<file path="src/rtl/sa_operand_feeder.sv">
// ---------------------------------------------------------------------------
// sa_operand_feeder
//
// Front end of a 3x3 systolic matrix-multiply array. It accepts two 3x3
// operands P and Q one element per beat over a valid/ready interface. When
// both are buffered, it plays them into the array edge as diagonally skewed,
// zero-padded streams. It then holds the edges at zero while the array
// drains, and pulses done once the array results are final. The array then
// holds Q x P.
//
// Load order (18 beats): beats 0..8 carry P, beats 9..17 carry Q.
//   Q is always row-major. P is row-major by default.
//   Optional feature macro SA_FEEDER_PCOLMAJOR_EN: when it is defined,
//   P arrives column-major instead (row index fastest).
//
// Stream step t (0..6), lane k (1..3):
//   a_k = P[t-(k-1)][k-1] and b_k = Q[k-1][t-(k-1)] when the row/column
//   index lies in 0..2; otherwise the lane is 0.
//
// Ports:
//   clk           clock
//   reset         asynchronous active-low reset
//   abort         synchronous clear, overrides everything else
//   in_valid      in_data carries a beat this cycle
//   in_ready      feeder accepts a beat (registered, high only in LOAD)
//   in_data       operand element
//   a1..a3        column streams into array columns 1..3
//   b1..b3        row streams into array rows 1..3
//   stream_valid  high during the 7 skewed stream steps
//   busy          high during STREAM and DRAIN
//   done          one-cycle pulse after DRAIN
// ---------------------------------------------------------------------------
module sa_operand_feeder #(
    parameter int data_size = 8,
    parameter int grid_size = 3
) (
    input  logic                 clk,
    input  logic                 reset,
    input  logic                 abort,
    input  logic                 in_valid,
    output logic                 in_ready,
    input  logic [data_size-1:0] in_data,
    output logic [data_size-1:0] a1,
    output logic [data_size-1:0] a2,
    output logic [data_size-1:0] a3,
    output logic [data_size-1:0] b1,
    output logic [data_size-1:0] b2,
    output logic [data_size-1:0] b3,
    output logic                 stream_valid,
    output logic                 busy,
    output logic                 done
);

    // The port list is hard-wired to three lanes, so only grid_size 3 is legal.
    generate
        if (grid_size != 3) begin : g_bad_grid
            $error("sa_operand_feeder: grid_size must be 3");
        end
    endgenerate

    localparam logic [4:0] LAST_BEAT  = 5'd17;
    localparam logic [4:0] P_BEATS    = 5'd9;
    localparam logic [2:0] LAST_STEP  = 3'd6;
    localparam logic [2:0] LAST_DRAIN = 3'd5;

    typedef enum logic [1:0] {
        ST_LOAD   = 2'd0,
        ST_STREAM = 2'd1,
        ST_DRAIN  = 2'd2,
        ST_DONE   = 2'd3
    } state_t;

    state_t                    r_state;
    logic [4:0]                r_elem;
    logic [2:0]                r_step;
    logic [2:0]                r_drain;
    logic                      r_in_ready;
    logic                      r_stream_valid;
    logic                      r_busy;
    logic                      r_done;
    logic [2:0][data_size-1:0] r_a;
    logic [2:0][data_size-1:0] r_b;
    logic [data_size-1:0]      r_p [0:8];
    logic [data_size-1:0]      r_q [0:8];

    logic                      w_accept;
    logic [3:0]                w_p_addr;
    logic [3:0]                w_q_addr;
    logic [2:0]                w_next_step;
    logic [2:0][data_size-1:0] w_a_nxt;
    logic [2:0][data_size-1:0] w_b_nxt;

`ifdef SA_FEEDER_PCOLMAJOR_EN
    // Maps a column-major P beat index to the row-major buffer slot.
    function automatic logic [3:0] p_colmajor_addr(input logic [3:0] beat);
        logic [3:0] addr;
        case (beat)
            4'd0:    addr = 4'd0;
            4'd1:    addr = 4'd3;
            4'd2:    addr = 4'd6;
            4'd3:    addr = 4'd1;
            4'd4:    addr = 4'd4;
            4'd5:    addr = 4'd7;
            4'd6:    addr = 4'd2;
            4'd7:    addr = 4'd5;
            4'd8:    addr = 4'd8;
            default: addr = 4'd0;
        endcase
        return addr;
    endfunction
`endif

    // Beat acceptance and buffer slot selection.
    always_comb begin
        w_accept = in_valid && r_in_ready && (r_state == ST_LOAD);
`ifdef SA_FEEDER_PCOLMAJOR_EN
        w_p_addr = p_colmajor_addr(r_elem[3:0]);
`else
        w_p_addr = r_elem[3:0];
`endif
        w_q_addr = 4'(r_elem - P_BEATS);
    end

    // Step whose values must be on the outputs after the next edge.
    always_comb begin
        if (r_state == ST_STREAM) begin
            w_next_step = r_step + 3'd1;
        end else begin
            w_next_step = 3'd0;
        end
    end

    // Skewed lane values for w_next_step. A negative row index wraps to
    // >= 6 in three bits, so one "< 3" test covers both range limits.
    always_comb begin
        logic [2:0] v_diff;
        logic [3:0] v_p_idx;
        logic [3:0] v_q_idx;
        w_a_nxt = '0;
        w_b_nxt = '0;
        v_diff  = 3'd0;
        v_p_idx = 4'd0;
        v_q_idx = 4'd0;
        for (int k = 0; k < 3; k++) begin
            v_diff  = w_next_step - 3'(k);
            v_p_idx = ({1'b0, v_diff} * 4'd3) + 4'(k);
            v_q_idx = (4'(k) * 4'd3) + {1'b0, v_diff};
            if (v_diff < 3'd3) begin
                w_a_nxt[k] = r_p[v_p_idx];
                w_b_nxt[k] = r_q[v_q_idx];
            end else begin
                w_a_nxt[k] = '0;
                w_b_nxt[k] = '0;
            end
        end
    end

    // Operand buffers; contents survive reset and abort, and only the load
    // counter decides what is valid.
    always_ff @(posedge clk) begin
        if (w_accept && !abort) begin
            if (r_elem < P_BEATS) begin
                r_p[w_p_addr] <= in_data;
            end else begin
                r_q[w_q_addr] <= in_data;
            end
        end
    end

    // Control FSM with registered stream outputs and flags.
    always_ff @(posedge clk or negedge reset) begin
        if (!reset) begin
            r_state        <= ST_LOAD;
            r_elem         <= 5'd0;
            r_step         <= 3'd0;
            r_drain        <= 3'd0;
            r_in_ready     <= 1'b0;
            r_stream_valid <= 1'b0;
            r_busy         <= 1'b0;
            r_done         <= 1'b0;
            r_a            <= '0;
            r_b            <= '0;
        end else if (abort) begin
            r_state        <= ST_LOAD;
            r_elem         <= 5'd0;
            r_step         <= 3'd0;
            r_drain        <= 3'd0;
            r_in_ready     <= 1'b1;
            r_stream_valid <= 1'b0;
            r_busy         <= 1'b0;
            r_done         <= 1'b0;
            r_a            <= '0;
            r_b            <= '0;
        end else begin
            case (r_state)
                ST_LOAD: begin
                    r_in_ready <= 1'b1;
                    r_done     <= 1'b0;
                    if (w_accept) begin
                        if (r_elem == LAST_BEAT) begin
                            r_elem         <= 5'd0;
                            r_step         <= 3'd0;
                            r_state        <= ST_STREAM;
                            r_in_ready     <= 1'b0;
                            r_stream_valid <= 1'b1;
                            r_busy         <= 1'b1;
                            r_a            <= w_a_nxt;
                            r_b            <= w_b_nxt;
                        end else begin
                            r_elem <= r_elem + 5'd1;
                        end
                    end
                end
                ST_STREAM: begin
                    if (r_step == LAST_STEP) begin
                        r_state        <= ST_DRAIN;
                        r_drain        <= 3'd0;
                        r_stream_valid <= 1'b0;
                        r_a            <= '0;
                        r_b            <= '0;
                    end else begin
                        r_step <= w_next_step;
                        r_a    <= w_a_nxt;
                        r_b    <= w_b_nxt;
                    end
                end
                ST_DRAIN: begin
                    if (r_drain == LAST_DRAIN) begin
                        r_state <= ST_DONE;
                        r_busy  <= 1'b0;
                        r_done  <= 1'b1;
                    end else begin
                        r_drain <= r_drain + 3'd1;
                    end
                end
                ST_DONE: begin
                    r_state    <= ST_LOAD;
                    r_done     <= 1'b0;
                    r_in_ready <= 1'b1;
                end
                default: begin
                    r_state        <= ST_LOAD;
                    r_elem         <= 5'd0;
                    r_in_ready     <= 1'b1;
                    r_stream_valid <= 1'b0;
                    r_busy         <= 1'b0;
                    r_done         <= 1'b0;
                    r_a            <= '0;
                    r_b            <= '0;
                end
            endcase
        end
    end

    assign in_ready     = r_in_ready;
    assign stream_valid = r_stream_valid;
    assign busy         = r_busy;
    assign done         = r_done;
    assign a1           = r_a[0];
    assign a2           = r_a[1];
    assign a3           = r_a[2];
    assign b1           = r_b[0];
    assign b2           = r_b[1];
    assign b3           = r_b[2];

endmodule

</file>
<file path="config.mk">
export PLATFORM = sky130hd
export DESIGN_NAME = sa_operand_feeder
export DESIGN_NICKNAME = d
export VERILOG_FILES = /design/src/rtl/sa_operand_feeder.sv
export SDC_FILE = /design/constraint.sdc
export NUM_CORES = 1
export LEC_CHECK = 0
export CORE_MARGIN = 2
export CORE_UTILIZATION = 35
export DETAILED_ROUTE_END_ITERATION = 6
export PLACE_DENSITY = 0.5
export SLEW_MARGIN = 10
export SYNTH_ARGS = -nofsm -noshare
export SYNTH_HDL_FRONTEND = slang
export SYNTH_SLANG_ARGS = --single-unit
</file>
<file path="constraint.sdc">
create_clock -name clk -period 3.8 [get_ports clk]
set_clock_uncertainty 0.2 [all_clocks]
set_input_delay 0.38 -clock clk [delete_from_list [all_inputs] [get_ports clk]]
set_output_delay 0.38 -clock clk [all_outputs]
set_load 0.02 [all_outputs]
</file>
==> impl_metrics.yaml <==
synth:
  synth_area_sq_mm: 0.0104
  yosysWarnings: 0
  synth_edf_count: 144
  avgSynthCellArea_sq_um: 13.3
  async_flop_share_pct: 31.1
  yosysSeqAreaShare_pct: 57.1
  ys_types: 65
  synth_ff_type: "edfxtp_1"
  synthesis.nets: 819
  synth.ff_latch_count: 209
  syn_inst: 782
clock_network:
  hold_buffers: 1
  htree_levels: 1
  cts_root_buffer: "clkbuf_16"
  cts_setup_buffers: 0
  path_clk_slew_ns: 0.06
  cts-resized-gates: 0
  cts_max_path_buffers: 3
  insertion_delay_ns: 0.52
  numCtsBuffers: 24
  cts.sinks: 209
  cts_tree: "done"
final_layout:
  fin_util_pct: 41.9
  n_antenna_cell: 0
  nets: 892
  nFillCells: 2723
  drive_gt1_share_pct: 15.2
  syn_to_final_growth_pct: 18.5
routing:
  first_pass_iters: 5
  wl_mm: 27.6
  wl_per_cell_um: 21.9
  ant_nets: 0
  viasPerCell: 5.39
  vias: 6813
  drc: 0
  drt_iter0_drc: 595
setup_path:
  slowest_delay_ns: 0.53
  start_kind: "flop"
  crit_family: "adder cells"
  end_kind: "flop"
  crit_type: "reg2reg"
  cp.required_ns: 4.06
  crit_buf_inv: 1
  cp_max_fo: 8
  cpMostUsedCell: "ha_1"
  arrival_ns: 3.62
  critPathSlowestCell: "ha_1"
  cp_cell_sequence: "ha_1 -> xor2_2 -> nand2_2 -> inv_1 -> ha_1 -> xnor2_1 -> ha_1 -> mux4_2 -> a21oi_1 -> a22o_1"
floorplanning:
  row_count: 63
  core-area_sq_mm: 0.0295
  start_util_pct: 35.3
  io-pin-count: 64
  chipHeight_um: 177
  die_x_um: 177
  dieArea_sq_mm: 0.0312
grt:
  antenna_found_initial: 0
  grt_start_max_net_pins: 66
  grt_overflow_total: 0
  grt_pass1_wl_mm: 41.9
  gr-usage-all-layers_pct: 17.9
  grt_pass1_vias: 6611
sta:
  finalHoldViolations: 0
  tightest_slew_ns: 0.942
  max_freq_mhz: 297
  min_period_over_period_pct: 88.6
  finalWorstPathRequiredPeriod_ns: 3.37
  rsz0062_at_grt: "no"
  slew_violations: 0
  slew_headroom_pct: 37.2
  setup_violations: 0
  setup_tns_ns: 0
flow_run:
  max_cap_violations: 0
placement:
  dp_hpwl_mm: 19.3
  routabilityCongestion: 0.793
  numPortBuffers: 63
power:
  total_leakage_power_nw: 4.32
  power_density_mw_per_mm2: 401
  ir_drop_uv: 315
hold_path:
  holdCritPathClass: "reg2reg"
outcome:
  status: "completed"
==> cells in the mapped netlist (3+ instances only) <==
library cell	number	area (sq um)
a22o_1	21	184
a311oi_1	4	35.0
buf_1	3	11.3
o31ai_1	9	67.6
or2_2	7	43.8
mux2i_1	51	510
edfxtp_1	144	4320
dfrtp_1	65	1630
xnor2_1	8	70.1
a21oi_1	40	200
a32oi_1	4	35.0
o21a_1	5	37.5
nand3_1	41	205
nand2_1	48	180
a221oi_1	4	35.0
nand4_1	4	25.0
nor3_1	4	20.0
buf_2	18	90.1
ha_1	24	300
nor2_1	41	154
clkbuf_1	19	71.3
a22oi_1	4	30.0
xor2_1	4	35.0
inv_1	13	48.8
buf_6	8	90.1
a211oi_1	3	22.5
nor2b_1	7	43.8
o211ai_1	8	60.1
nor3b_1	5	37.5
and2_1	20	125
o22ai_1	11	68.8
a2111oi_0	3	26.3
a32o_1	9	90.1
o21ai_0	46	230
mux4_2	39	878
==> tightest hold or removal path, stage by stage (launching register included) <==
cell	delay, ns
dfrtp_1	0.34
nand2_1	0.04
o21ai_0	0.06
==> cell usage in the layout, fill, tap and decap left out, drive strengths merged, types with 8 or more instances in the layout <==
cell           synthesis  final
o211ai                 9      9
nand3                 42     42
clkdlybuf4s50          0     62
a32o                   9      9
nand2                 49     49
a22o                  21     21
o31ai                 10     10
a21oi                 41     41
dfrtp                 65     65
mux4                  39     39
ha                    24     24
xnor2                  8      8
and2                  20     20
inv                   14     14
o21ai                 49     49
edfxtp               144    144
buf                   31     34
mux2i                 51     51
clkbuf                19     31
or2                    9      9
nor2                  42     42
clkinv                 0      8
o22ai                 12     12
==> routing by layer <==
metal	GRT usage, %	routed length [um]	part of all wire (%)	vias up
met5	0	0	0	-
met3	2.65	1490	5.4	31
li1	-	-	-	3172
met4	3.72	381	1.4	0
met2	26.8	12300	44	199
met1	27.4	13500	49	3411
==> logic make-up (layout without fill, tap and decap cells) <==
group | count (synthesis) | count (layout) | synth area share [%]
fa+ha+maj | 25 | 25 | 3.07
simple gates | 194 | 194 | 9.46
buf+inv | 64 | 155 | 3.17
mux | 91 | 91 | 13.4
xor+xnor | 15 | 15 | 1.62
flops | 209 | 209 | 57.1
compound gates | 184 | 184 | 12.1
==> state kept, by name, indices dropped and copies added (netlist names) <==
register      cells
b3                8
in_ready          1
r_p              72
a1                8
r_q              72
r_drain           3
a3                8
done              1
r_step            3
b2                8
r_state           2
stream_valid      1
r_elem            5
busy              1
b1                8
a2                8
==> worst paths after layout <==
path | from | cells past startpoint | slack [ns] | end
worst max-delay path | r_step[0] | 10 | 0.43 | a3[2]
worst min-delay path | b1[2] | 2 | 0.28 | b1[2]
worst max register to register | r_step[0] | 10 | 0.43 | a3[2]
worst min register to register | b1[2] | 2 | 0.28 | b1[2]
min in group asynchronous | reset | 2 | 0.33 | a3[5]
max in group asynchronous | reset | 2 | 2.42 | r_elem[2]
==> report_power, final <==
part           total, mW  switching, mW  internal, mW
Clock               2.38          0.919          1.46
Sequential          2.46        0.00515          2.45
Combinational      0.117         0.0854        0.0312
==> stage by stage <==
step | worst slack, ns | cells | cell area (sq um) | hold slack, ns | power, mW
finish | 0.432 | 1263 | 12400 | 0.283 | 4.95
floorplan | 0.0638 | 782 | 10400 | -0.116 | 2.54
global placement | 0.454 | 1218 | 11500 | 0.266 | 2.62
global route | 0.287 | 1263 | 12400 | 0.311 | 5.10
detailed placement | 0.477 | 1218 | 11500 | 0.277 | 2.62
CTS | 0.454 | 1263 | 12400 | 0.290 | 5.02
==> layout make-up <==
class,instances,area (sq um),share of cell area (%)
Sequential cell,209,5950,48.2
Multi-Input combinational cell,509,4150,33.6
Timing Repair Buffer,97,886,7.17
Clock buffer,31,678,5.49
Tap cell,390,488,3.95
Clock inverter,13,143,1.15
Inverter,14,52.6,0.425
Power figures use the tool's default switching activity.
